File: src/rtl/arm7tdmi_psr_unit.sv
// rtl/arm7tdmi_psr_unit.sv - ARM7TDMI CPSR/banked SPSR block with condition evaluation
// Only NZCV, I, F, T and mode are stored; all other bits stay zero.
module arm7tdmi_psr_unit #(
  parameter logic [31:0] RESET_CPSR = 32'h0000_00D3
) (
  input  logic        clk,
  input  logic        rst,
  input  logic        alu_flags_we,
  input  logic        alu_n,
  input  logic        alu_z,
  input  logic        alu_c,
  input  logic        alu_v,
  input  logic [3:0]  cond,
  output logic        cond_pass,
  input  logic        msr_we,
  input  logic        msr_spsr,
  input  logic [3:0]  msr_mask,
  input  logic [31:0] msr_data,
  input  logic        exc_enter,
  input  logic [4:0]  exc_mode,
  input  logic        exc_set_f,
  input  logic        spsr_restore,
  input  logic        t_we,
  input  logic        t_val,
  output logic [31:0] cpsr,
  output logic [31:0] spsr,
  output logic        carry_flag,
  output logic        psr_err
);

  localparam logic [31:0] IMPL_MASK = 32'hF000_00FF;
  localparam logic [4:0]  MODE_USR  = 5'b10000;
  localparam logic [4:0]  MODE_FIQ  = 5'b10001;
  localparam logic [4:0]  MODE_IRQ  = 5'b10010;
  localparam logic [4:0]  MODE_SVC  = 5'b10011;
  localparam logic [4:0]  MODE_ABT  = 5'b10111;
  localparam logic [4:0]  MODE_UND  = 5'b11011;
  localparam logic [4:0]  MODE_SYS  = 5'b11111;

  function automatic logic has_spsr(input logic [4:0] m);
    return (m == MODE_FIQ) || (m == MODE_IRQ) || (m == MODE_SVC) ||
           (m == MODE_ABT) || (m == MODE_UND);
  endfunction

  function automatic logic legal_mode(input logic [4:0] m);
    return has_spsr(m) || (m == MODE_USR) || (m == MODE_SYS);
  endfunction

  function automatic logic [2:0] spsr_idx(input logic [4:0] m);
    case (m)
      MODE_FIQ: return 3'd0;
      MODE_IRQ: return 3'd1;
      MODE_SVC: return 3'd2;
      MODE_ABT: return 3'd3;
      default:  return 3'd4;
    endcase
  endfunction

  logic [31:0] cpsr_q, cpsr_d;
  logic [31:0] spsr_q [5];
  logic [31:0] spsr_d [5];
  logic        err_q, err_d;
  logic [4:0]  cur_mode;
  logic        cur_has;
  logic [2:0]  cur_idx;
  logic [31:0] cur_spsr;
  logic        unused_fields;

  assign unused_fields = ^{msr_data[27:8], msr_mask[2:1]};

  assign cur_mode = cpsr_q[4:0];
  assign cur_has  = has_spsr(cur_mode);
  assign cur_idx  = spsr_idx(cur_mode);
  assign cur_spsr = spsr_q[cur_idx];

  always_comb begin
    cpsr_d = cpsr_q;
    spsr_d = spsr_q;
    err_d  = 1'b0;
    if (exc_enter) begin
      if (has_spsr(exc_mode)) begin
        spsr_d[spsr_idx(exc_mode)] = cpsr_q;
        cpsr_d[4:0] = exc_mode;
        cpsr_d[7]   = 1'b1;
        if (exc_set_f) cpsr_d[6] = 1'b1;
        cpsr_d[5]   = 1'b0;
      end else begin
        err_d = 1'b1;
      end
    end else if (spsr_restore) begin
      if (!cur_has) begin
        err_d = 1'b1;
      end else begin
        cpsr_d = cur_spsr;
        if (!legal_mode(cur_spsr[4:0])) begin
          cpsr_d[4:0] = cur_mode;
          err_d       = 1'b1;
        end
      end
    end else if (msr_we) begin
      if (!msr_spsr) begin
        if (msr_mask[3]) cpsr_d[31:28] = msr_data[31:28];
        // T is deliberately excluded from the CPSR control field write
        if (msr_mask[0] && (cur_mode != MODE_USR)) begin
          cpsr_d[7:6] = msr_data[7:6];
          if (legal_mode(msr_data[4:0])) cpsr_d[4:0] = msr_data[4:0];
          else                           err_d       = 1'b1;
        end
      end else if (!cur_has) begin
        err_d = 1'b1;
      end else begin
        if (msr_mask[3]) spsr_d[cur_idx][31:28] = msr_data[31:28];
        if (msr_mask[0]) begin
          spsr_d[cur_idx][7:5] = msr_data[7:5];
          if (legal_mode(msr_data[4:0])) spsr_d[cur_idx][4:0] = msr_data[4:0];
          else                           err_d                = 1'b1;
        end
      end
    end else if (t_we) begin
      cpsr_d[5] = t_val;
    end else if (alu_flags_we) begin
      cpsr_d[31:28] = {alu_n, alu_z, alu_c, alu_v};
    end
  end

  always_ff @(posedge clk or posedge rst) begin
    if (rst) begin
      cpsr_q <= RESET_CPSR & IMPL_MASK;
      for (int i = 0; i < 5; i++) spsr_q[i] <= '0;
      err_q  <= 1'b0;
    end else begin
      cpsr_q <= cpsr_d;
      spsr_q <= spsr_d;
      err_q  <= err_d;
    end
  end

  logic fn, fz, fc, fv;
  assign {fn, fz, fc, fv} = cpsr_q[31:28];

  always_comb begin
    cond_pass = 1'b0;
    case (cond)
      4'h0: cond_pass = fz;
      4'h1: cond_pass = !fz;
      4'h2: cond_pass = fc;
      4'h3: cond_pass = !fc;
      4'h4: cond_pass = fn;
      4'h5: cond_pass = !fn;
      4'h6: cond_pass = fv;
      4'h7: cond_pass = !fv;
      4'h8: cond_pass = fc && !fz;
      4'h9: cond_pass = !fc || fz;
      4'hA: cond_pass = (fn == fv);
      4'hB: cond_pass = (fn != fv);
      4'hC: cond_pass = !fz && (fn == fv);
      4'hD: cond_pass = fz || (fn != fv);
      4'hE: cond_pass = 1'b1;
      default: cond_pass = 1'b0;
    endcase
  end

  assign cpsr       = cpsr_q;
  assign spsr       = cur_has ? cur_spsr : 32'h0;
  assign carry_flag = cpsr_q[29];
  assign psr_err    = err_q;

endmodule

File: config.mk
export PLATFORM = sky130hd
export DESIGN_NAME = arm7tdmi_psr_unit
export DESIGN_NICKNAME = d
export VERILOG_FILES = /design/src/rtl/arm7tdmi_psr_unit.sv
export SDC_FILE = /design/constraint.sdc
export NUM_CORES = 1
export LEC_CHECK = 0
export BUFFER_PORTS_ARGS = -buffer_cell sky130_fd_sc_hd__buf_2
export CORE_MARGIN = 2
export CORE_UTILIZATION = 59
export DETAILED_ROUTE_END_ITERATION = 8
export PLACE_DENSITY = 0.81
export SYNTH_ARGS = -nofsm -noshare
export SYNTH_HDL_FRONTEND = slang
export SYNTH_SLANG_ARGS = --single-unit
File: constraint.sdc
create_clock -name clk -period 10.7 [get_ports clk]
set_input_delay 3.21 -clock clk [delete_from_list [all_inputs] [get_ports clk]]
set_output_delay 3.21 -clock clk [all_outputs]
set_load 0.01 [all_outputs]
Yosys cells after proc, flatten, opt, wreduce, memory -nomap -nowiden --
Cells that the tools add are included. W data, S select, Z words.
Word-level totals: register bits 193, input bits 59, output and inout bits 67, logic and storage cells 185
Operators by class: $lt $le $gt $ge 4, mux-type cells 67, reduce and logical (&&, ||, !) cells 47, bitwise operators 3, eq/ne operators 52
Operators with widths (number):
- $mux W160 | 14
- $bwmux W160 | 4
- $demux W32 S3 | 4
- $mux W32 | 6
- $eq A5 B5 Y1 const B | 24
- $bmux W32 S3 | 1
- $mux W8 | 4
- $mux W5 | 6
- $eq A4 B4 Y1 const B | 7
- $mux W4 | 6
- $pmux W3 S4 | 2
- $logic_or A1 B1 Y1 | 22
- $eq A4 B3 Y1 const B | 4
- $pmux W1 S15 | 1
- $reduce_bool A3 Y1 | 5
- $mux W1 | 14
- $reduce_and A6 Y1 | 2
- $reduce_and A5 Y1 | 2
- $ne A3 B1 Y1 const B | 3
- $ne A3 B2 Y1 const B | 3
- $eq A4 B2 Y1 const B | 2
- $ge A4 B4 Y1 const B | 2
- $lt A4 B1 Y1 const B | 2
- $not A3 Y4 | 2
- 17 further kinds | 31

Longest topological paths before layout --
Gate-level depths: netlist of the first run.
word-level depth 23, depth in mapped cells 10, mapped depth without buffers 6

Least setup slack after synthesis of the first run --
No wires, ideal clock.
path kind input to output, start input port cond[3], end output port cond_pass, path slack 3.147 ns, required time 7.490 ns, arrival 4.343 ns, stages 6, cells stage by stage clkbuf_1 nor2_1 mux2_2 a21oi_1 o211ai_1 a221o_1
Between the ends: word-level cells in the longest chain between the ends 2, elaborated cells between the ends (all ways) 16, those cells by class 14 x eq/ne; 1 x mux; 1 x reduce/logical
RTL lines:
- start, declared | line 13 | input logic [3:0] cond,
- $eq A4 B4 Y1, or another cell as far along | line 143 | case (cond)
- $pmux W1 S15 * | line 143
- end, declared | line 14 | output logic cond_pass,
Every way passes the cells marked *; elsewhere a longest branch is shown, timed or not.

Final worst setup path of the first run --
start input port cond[0], end output port cond_pass
Same word-level chain as after synthesis.

==> results of run 1 <==
==> metrics by stage <==
stage / total power, mW / std cells / utilization, % / setup WS [ps]
final: 2.81 / 1315 / 67.9 / 3070
after global routing: 2.95 / 1315 / 67.9 / 2990
after CTS: 2.79 / 1315 / 67.9 / 3060
after detailed placement: 2.10 / 1283 / 64.1 / 3050
after global placement: 2.08 / 1283 / 64.1 / 3090
after floorplan: 1.77 / 1022 / - / 2240
==> worst register-to-register path, cell delays in order, from the launching register on <==
cell and delay (ps):
dfstp_2 860, and4bb_2 460, a311o_2 670, nand3_1 1000, a22o_1 570
==> cells in the mapped netlist (3+ instances only) <==
cell	n	area, um^2
nand2_1	230	863
dfrtp_1	188	4700
o21ai_0	83	415
mux2_2	81	912
a21oi_1	46	230
clkbuf_1	42	158
buf_2	26	130
nor2_1	25	93.8
a22o_1	23	201
a221oi_1	22	193
mux2_1	21	236
inv_1	19	71.3
mux2i_1	17	170
a32oi_1	16	140
a22oi_1	12	90.1
nand3_1	12	60.1
o22ai_1	12	75.1
nor3_1	10	50.1
a31oi_1	9	56.3
nand2b_1	9	56.3
and2_1	8	50.1
a221o_1	7	70.1
nor2_2	6	37.5
nor2b_1	6	37.5
a21o_1	5	37.5
dfstp_2	5	131
a211o_1	4	35.0
a2bb2oi_1	4	35.0
o21ba_2	4	40.0
buf_6	3	33.8
nand4b_1	3	26.3
o2bb2ai_1	3	26.3
==> area by class of cell <==
class,count,area [um^2]
Clock inverter,14,196
Fill cell,1274,5330
Clock buffer,18,429
Sequential cell,193,4840
Inverter,19,78.8
Multi-Input combinational cell,735,4820
Timing Repair Buffer,116,613
Tap cell,220,275
==> worst paths after layout <==
check / from / end / slack [ps] / depth (start not counted)
max: cond[0] / cond_pass / 3070 / 6
min: spsr_q[109] / spsr_q[109] / 470 / 2
max reg2reg: cpsr[1] / cpsr[12] / 7030 / 4
min reg2reg: spsr_q[109] / spsr_q[109] / 470 / 2
max in group asynchronous: rst / spsr_q[37] / 6360 / 3
min in group asynchronous: rst / cpsr[23] / 2950 / 2
==> sequential cells by signal (all words and copies together), names as in the netlist <==
register / flops
cpsr: 32
psr_err: 1
spsr_q: 160
==> metal layers <==
layer	GRT usage [%]	vias up	part of all wire (%)
met5	0	-	0
met4	11.9	0	2.4
met3	6.42	65	9.6
met2	48.0	519	47
met1	42.2	4167	42
li1	-	3777	-
==> power by group <==
group	leakage, nW	total (mW)	switching [mW]	internal (mW)
Clock	0.304	0.683	0.305	0.378
Sequential	2.58	1.10	0.203	0.901
Combinational	2.54	1.02	0.620	0.401
Total	5.42	2.81	1.13	1.68
==> logic make-up (layout without fill, tap and decap cells) <==
group / after synthesis / after routing / share of synthesized area (%)
buffers and inverters: 94 / 167 / 4.14
AND/OR/NAND/NOR: 337 / 337 / 15.1
flip-flops: 193 / 193 / 48.2
AO/OA/AOI/OAI: 273 / 273 / 18.8
XOR/XNOR: 2 / 2 / 0.174
multiplexers: 121 / 121 / 13.4
adder cells (fa/ha/maj): 2 / 2 / 0.199
==> results.yml, run 1 <==
floorplan:
  io_pins: 126
  die_y_um: 134
  dieWidth_um: 134
  start_util_pct: 60.6
  coreArea_um2: 16600
  row_count: 47
  die_area_um2: 18100
detailed_routing:
  antenna_left: 0
  routed_wl_um: 27200
  drcViolationCount: 0
  viasPerCell: 6.49
  drt-initial-drc-count: 934
  vias: 8528
  avgRoutedWirePerCell_um: 20.7
  first_pass_iters: 6
global_routing:
  groute.usage.overall_pct: 30.6
  grt_pass1_wl_um: 43400
  antenna_found_initial: 0
  grt_pass1_vias: 8287
  grt_overflow: 0
  grt_max_degree: 128
timing:
  tightest_slew_ps: 1180
  slew_headroom_pct: 21.2
  rsz0062_at_grt: "no"
  hold_ws_ps: 471
  drv_slew: 0
  fmax_ghz: 0.131
  fin_crit_sh_pct: 71.3
  period_minus_slack_ps: 7630
  report.final.setup_viol: 0
  fin_setup_tns_ps: 0
  final_hold_viol_count: 0
  fin_worst_skew_ps: 7.40
logic_synthesis:
  syn_area_per_cell_um2: 9.83
  synth-main-ff-cell: "dfrtp_1"
  postSynthCellCount: 1022
  syn-cell-area_um2: 10000
  async_flop_share_pct: 100
  synth-seq-cells: 193
  synth-seq-area-share_pct: 48.1
  synthDistinctLibCells: 77
  yosys_warnings: 0
  syn-num-nets: 1081
  synth_edf_count: 0
clocking:
  cts_buffer_depth: 2
  cts_buffers: 17
  post_cts_buffers: 0
  cts_tree: "yes"
  hold_buffers: 0
  post_cts_resized: 0
  clk_pin_slew_ps: 70
  clkLatencyLatePin_ps: 440
  root_buffer: "clkbuf_16"
  cts_max_level: 4
  cts.sinks: 193
pwr:
  p_per_area_nw_per_um2: 249
  power.leakage_nw: 5.42
  irDropWorstVdd_mv: 0.223
place:
  gp_congestion: 0.886
  placed_cell_area_um2: 10600
  hpwl_um: 16500
  port_buffers: 103
setup_path:
  path_cells: "buf_2, mux2_2, a21oi_1, o211ai_1, a221o_1, buf_2"
  cpMaxStageDelayCell: "a221o_1"
  crit_path_frequent_cell: "buf_2"
  crit_path_end_kind: "output port"
  critPathMaxStageDelay_ps: 350
  cp_num_buf_inv: 2
  cp.arrival_ps: 4420
  critical-path-top-delay-family: "compound AO/OA/AOI/OAI gates"
  critPathRequiredTime_ps: 7490
  startpoint_type: "input port"
  worstPathMaxFanout: 7
  crit_type: "input port to output port"
cells_and_area:
  syn_to_final_growth_pct: 12.0
  layout_commonest_cell: "nand2_1"
  final_cell_mix: "nand2_1 (230), dfrtp_1 (188), buf_2 (103)"
  num_antenna_cells: 0
  fin_nets: 1141
  drive_above_1_share_pct: 24.9
  design_area_um2: 11300
flow_run:
  drv_cap: 0
hold_path:
  min_path_type: "flip-flop to flip-flop"
run_status:
  status: "finished clean"
(Power assumes the default switching activity.)
==> run 2, diff against run 1 <==
Settings changed: CORE_UTILIZATION 59 to 53, PLACE_DENSITY 0.81 to 0.77.
Clock period 10.7 ns to 6.3 ns, I/O delays scaled along.
==> run 2 against run 1 <==
Non-clock buffer count is the same; final area about the same; largest cell class unchanged; clock-buffer cell count grew 1; critical path depth is 1 lower; clock power rose by 61%; final cell count up 0.99%; sequential power rose by 72%; critical path type is now flip-flop to output port; critical endpoint is now spsr[7]; largest power group unchanged.
==> results.yml, run 2 (synthesis gave the netlist of run 1 again) <==
run_status:
  status: "finished clean"
setup_path:
  startpoint_type: "flip-flop"
  crit_type: "flip-flop to output port"
  cp.arrival_ps: 3490
  r2r_cells: 4
  critPathRequiredTime_ps: 4410
  rr_startpoint: "cpsr[2]"
  r2r_end: "cpsr[13]"
  crit_path_end_kind: "output port"
  reg2reg_slack_ps: 2710
  worstPathMaxFanout: 30
detailed_routing:
  drcViolationCount: 0
  avgRoutedWirePerCell_um: 20.1
  drt-initial-drc-count: 921
  antenna_left: 0
  vias: 8276
  routed_wl_um: 26700
  viasPerCell: 6.23
  first_pass_iters: 5
cells_and_area:
  final_cell_mix: "nand2_1 (230), dfrtp_1 (188), buf_2 (103)"
  layoutNonFillerInstCount: 1328
  fin_util_pct: 60.3
  syn_to_final_growth_pct: 12.0
  layout_commonest_cell: "nand2_1"
  drive_above_1_share_pct: 24.9
  fillCellCount: 1587
  largest_reg_flops: 160
  num_antenna_cells: 0
  largest_register: "spsr_q"
  fin_nets: 1141
timing:
  fin_setup_tns_ps: 0
  final_hold_viol_count: 0
  fin_worst_skew_ps: 8.60
  rsz0062_at_grt: "no"
  tightest_slew_ps: 1090
  fin_crit_sh_pct: 85.4
  slew_headroom_pct: 27.2
  report.final.setup_viol: 0
  setup_ws_ps: 920
  fmax_ghz: 0.186
  drv_slew: 0
  period_minus_slack_ps: 5380
global_routing:
  grt_max_degree: 160
  grt_pass1_vias: 7970
  antenna_found_initial: 0
  grt_overflow: 0
  grt_pass1_wl_um: 43200
  groute.usage.overall_pct: 27.5
clocking:
  cts_tree: "yes"
  hold_buffers: 0
  clkLatencyLatePin_ps: 430
  post_cts_resized: 0
  post_cts_buffers: 0
  cts_buffers: 17
  cts_max_level: 4
  clk_pin_slew_ps: 70
  root_buffer: "clkbuf_16"
  cts_buffer_depth: 2
  cts.sinks: 193
hold_path:
  hp-start: "spsr_q[111]"
  min_path_type: "flip-flop to flip-flop"
  min_to: "spsr_q[111]"
  hold_depth: 2
place:
  dp.cells: 1297
  hpwl_um: 16900
  port_buffers: 103
  pre_cts_ws_ps: 1280
  gp_congestion: 0.915
flow_run:
  drv_cap: 0
floorplan:
  io_pins: 126
  start_util_pct: 53.9
  die_y_um: 142
  row_count: 50
  die_area_um2: 20100
  dieWidth_um: 142
  coreArea_um2: 18600
pwr:
  p_per_area_nw_per_um2: 417
  total_power_mw: 4.69
  irDropWorstVdd_mv: 0.311
  power.leakage_nw: 5.41
run 2: routing by layer:
metal | global-route usage, % | part of all wire [%] | vias up
li1 | - | - | 3780
met1 | 39.3 | 43 | 4054
met2 | 44.1 | 47 | 406
met3 | 4.25 | 8.3 | 36
met4 | 7.58 | 1.6 | 0
met5 | 0 | 0 | -
run 2: power breakdown:
part           internal [mW]  leakage, nW  switching (mW)  total (mW)
combinational          0.680         2.54            1.02        1.70
sequential              1.53         2.58           0.357        1.89
clock                  0.605        0.292           0.491        1.10
run 2: how the worst max path moves through the flow:
stage / slack [ps] / from / endpoint
floorplan: 1390 / cond[3] / cond_pass
global placement: 1300 / cond[0] / cond_pass
detailed placement: 1280 / cond[0] / cond_pass
CTS: 940 / cpsr[2] / spsr[7]
global route: 800 / cpsr[2] / spsr[31]
finish: 920 / cpsr[2] / spsr[7]
run 2: area by class of cell:
class,count,area [um^2],share of cell area (%)
Clock inverter,12,149,1.32
Timing Repair Buffer,116,626,5.56
Multi-Input combinational cell,735,4820,42.9
Sequential cell,193,4840,43.0
Clock buffer,19,443,3.94
Tap cell,234,293,2.60
Inverter,19,75.1,0.668
run 2: metrics by stage:
step,hold slack (ps),cell area (um^2)
2_1_floorplan,441,10000
3_3_place_gp,452,10700
3_5_place_dp,457,10700
4_1_cts,474,11200
5_1_grt,487,11200
6_report,471,11200
run 2: worst max-delay path, stage by stage (launching register included):
cell and delay (ps):
dfrtp_1 780, o21bai_4 400, a21oi_2 730, o221ai_1 350, o21ai_0 550, buf_2 230
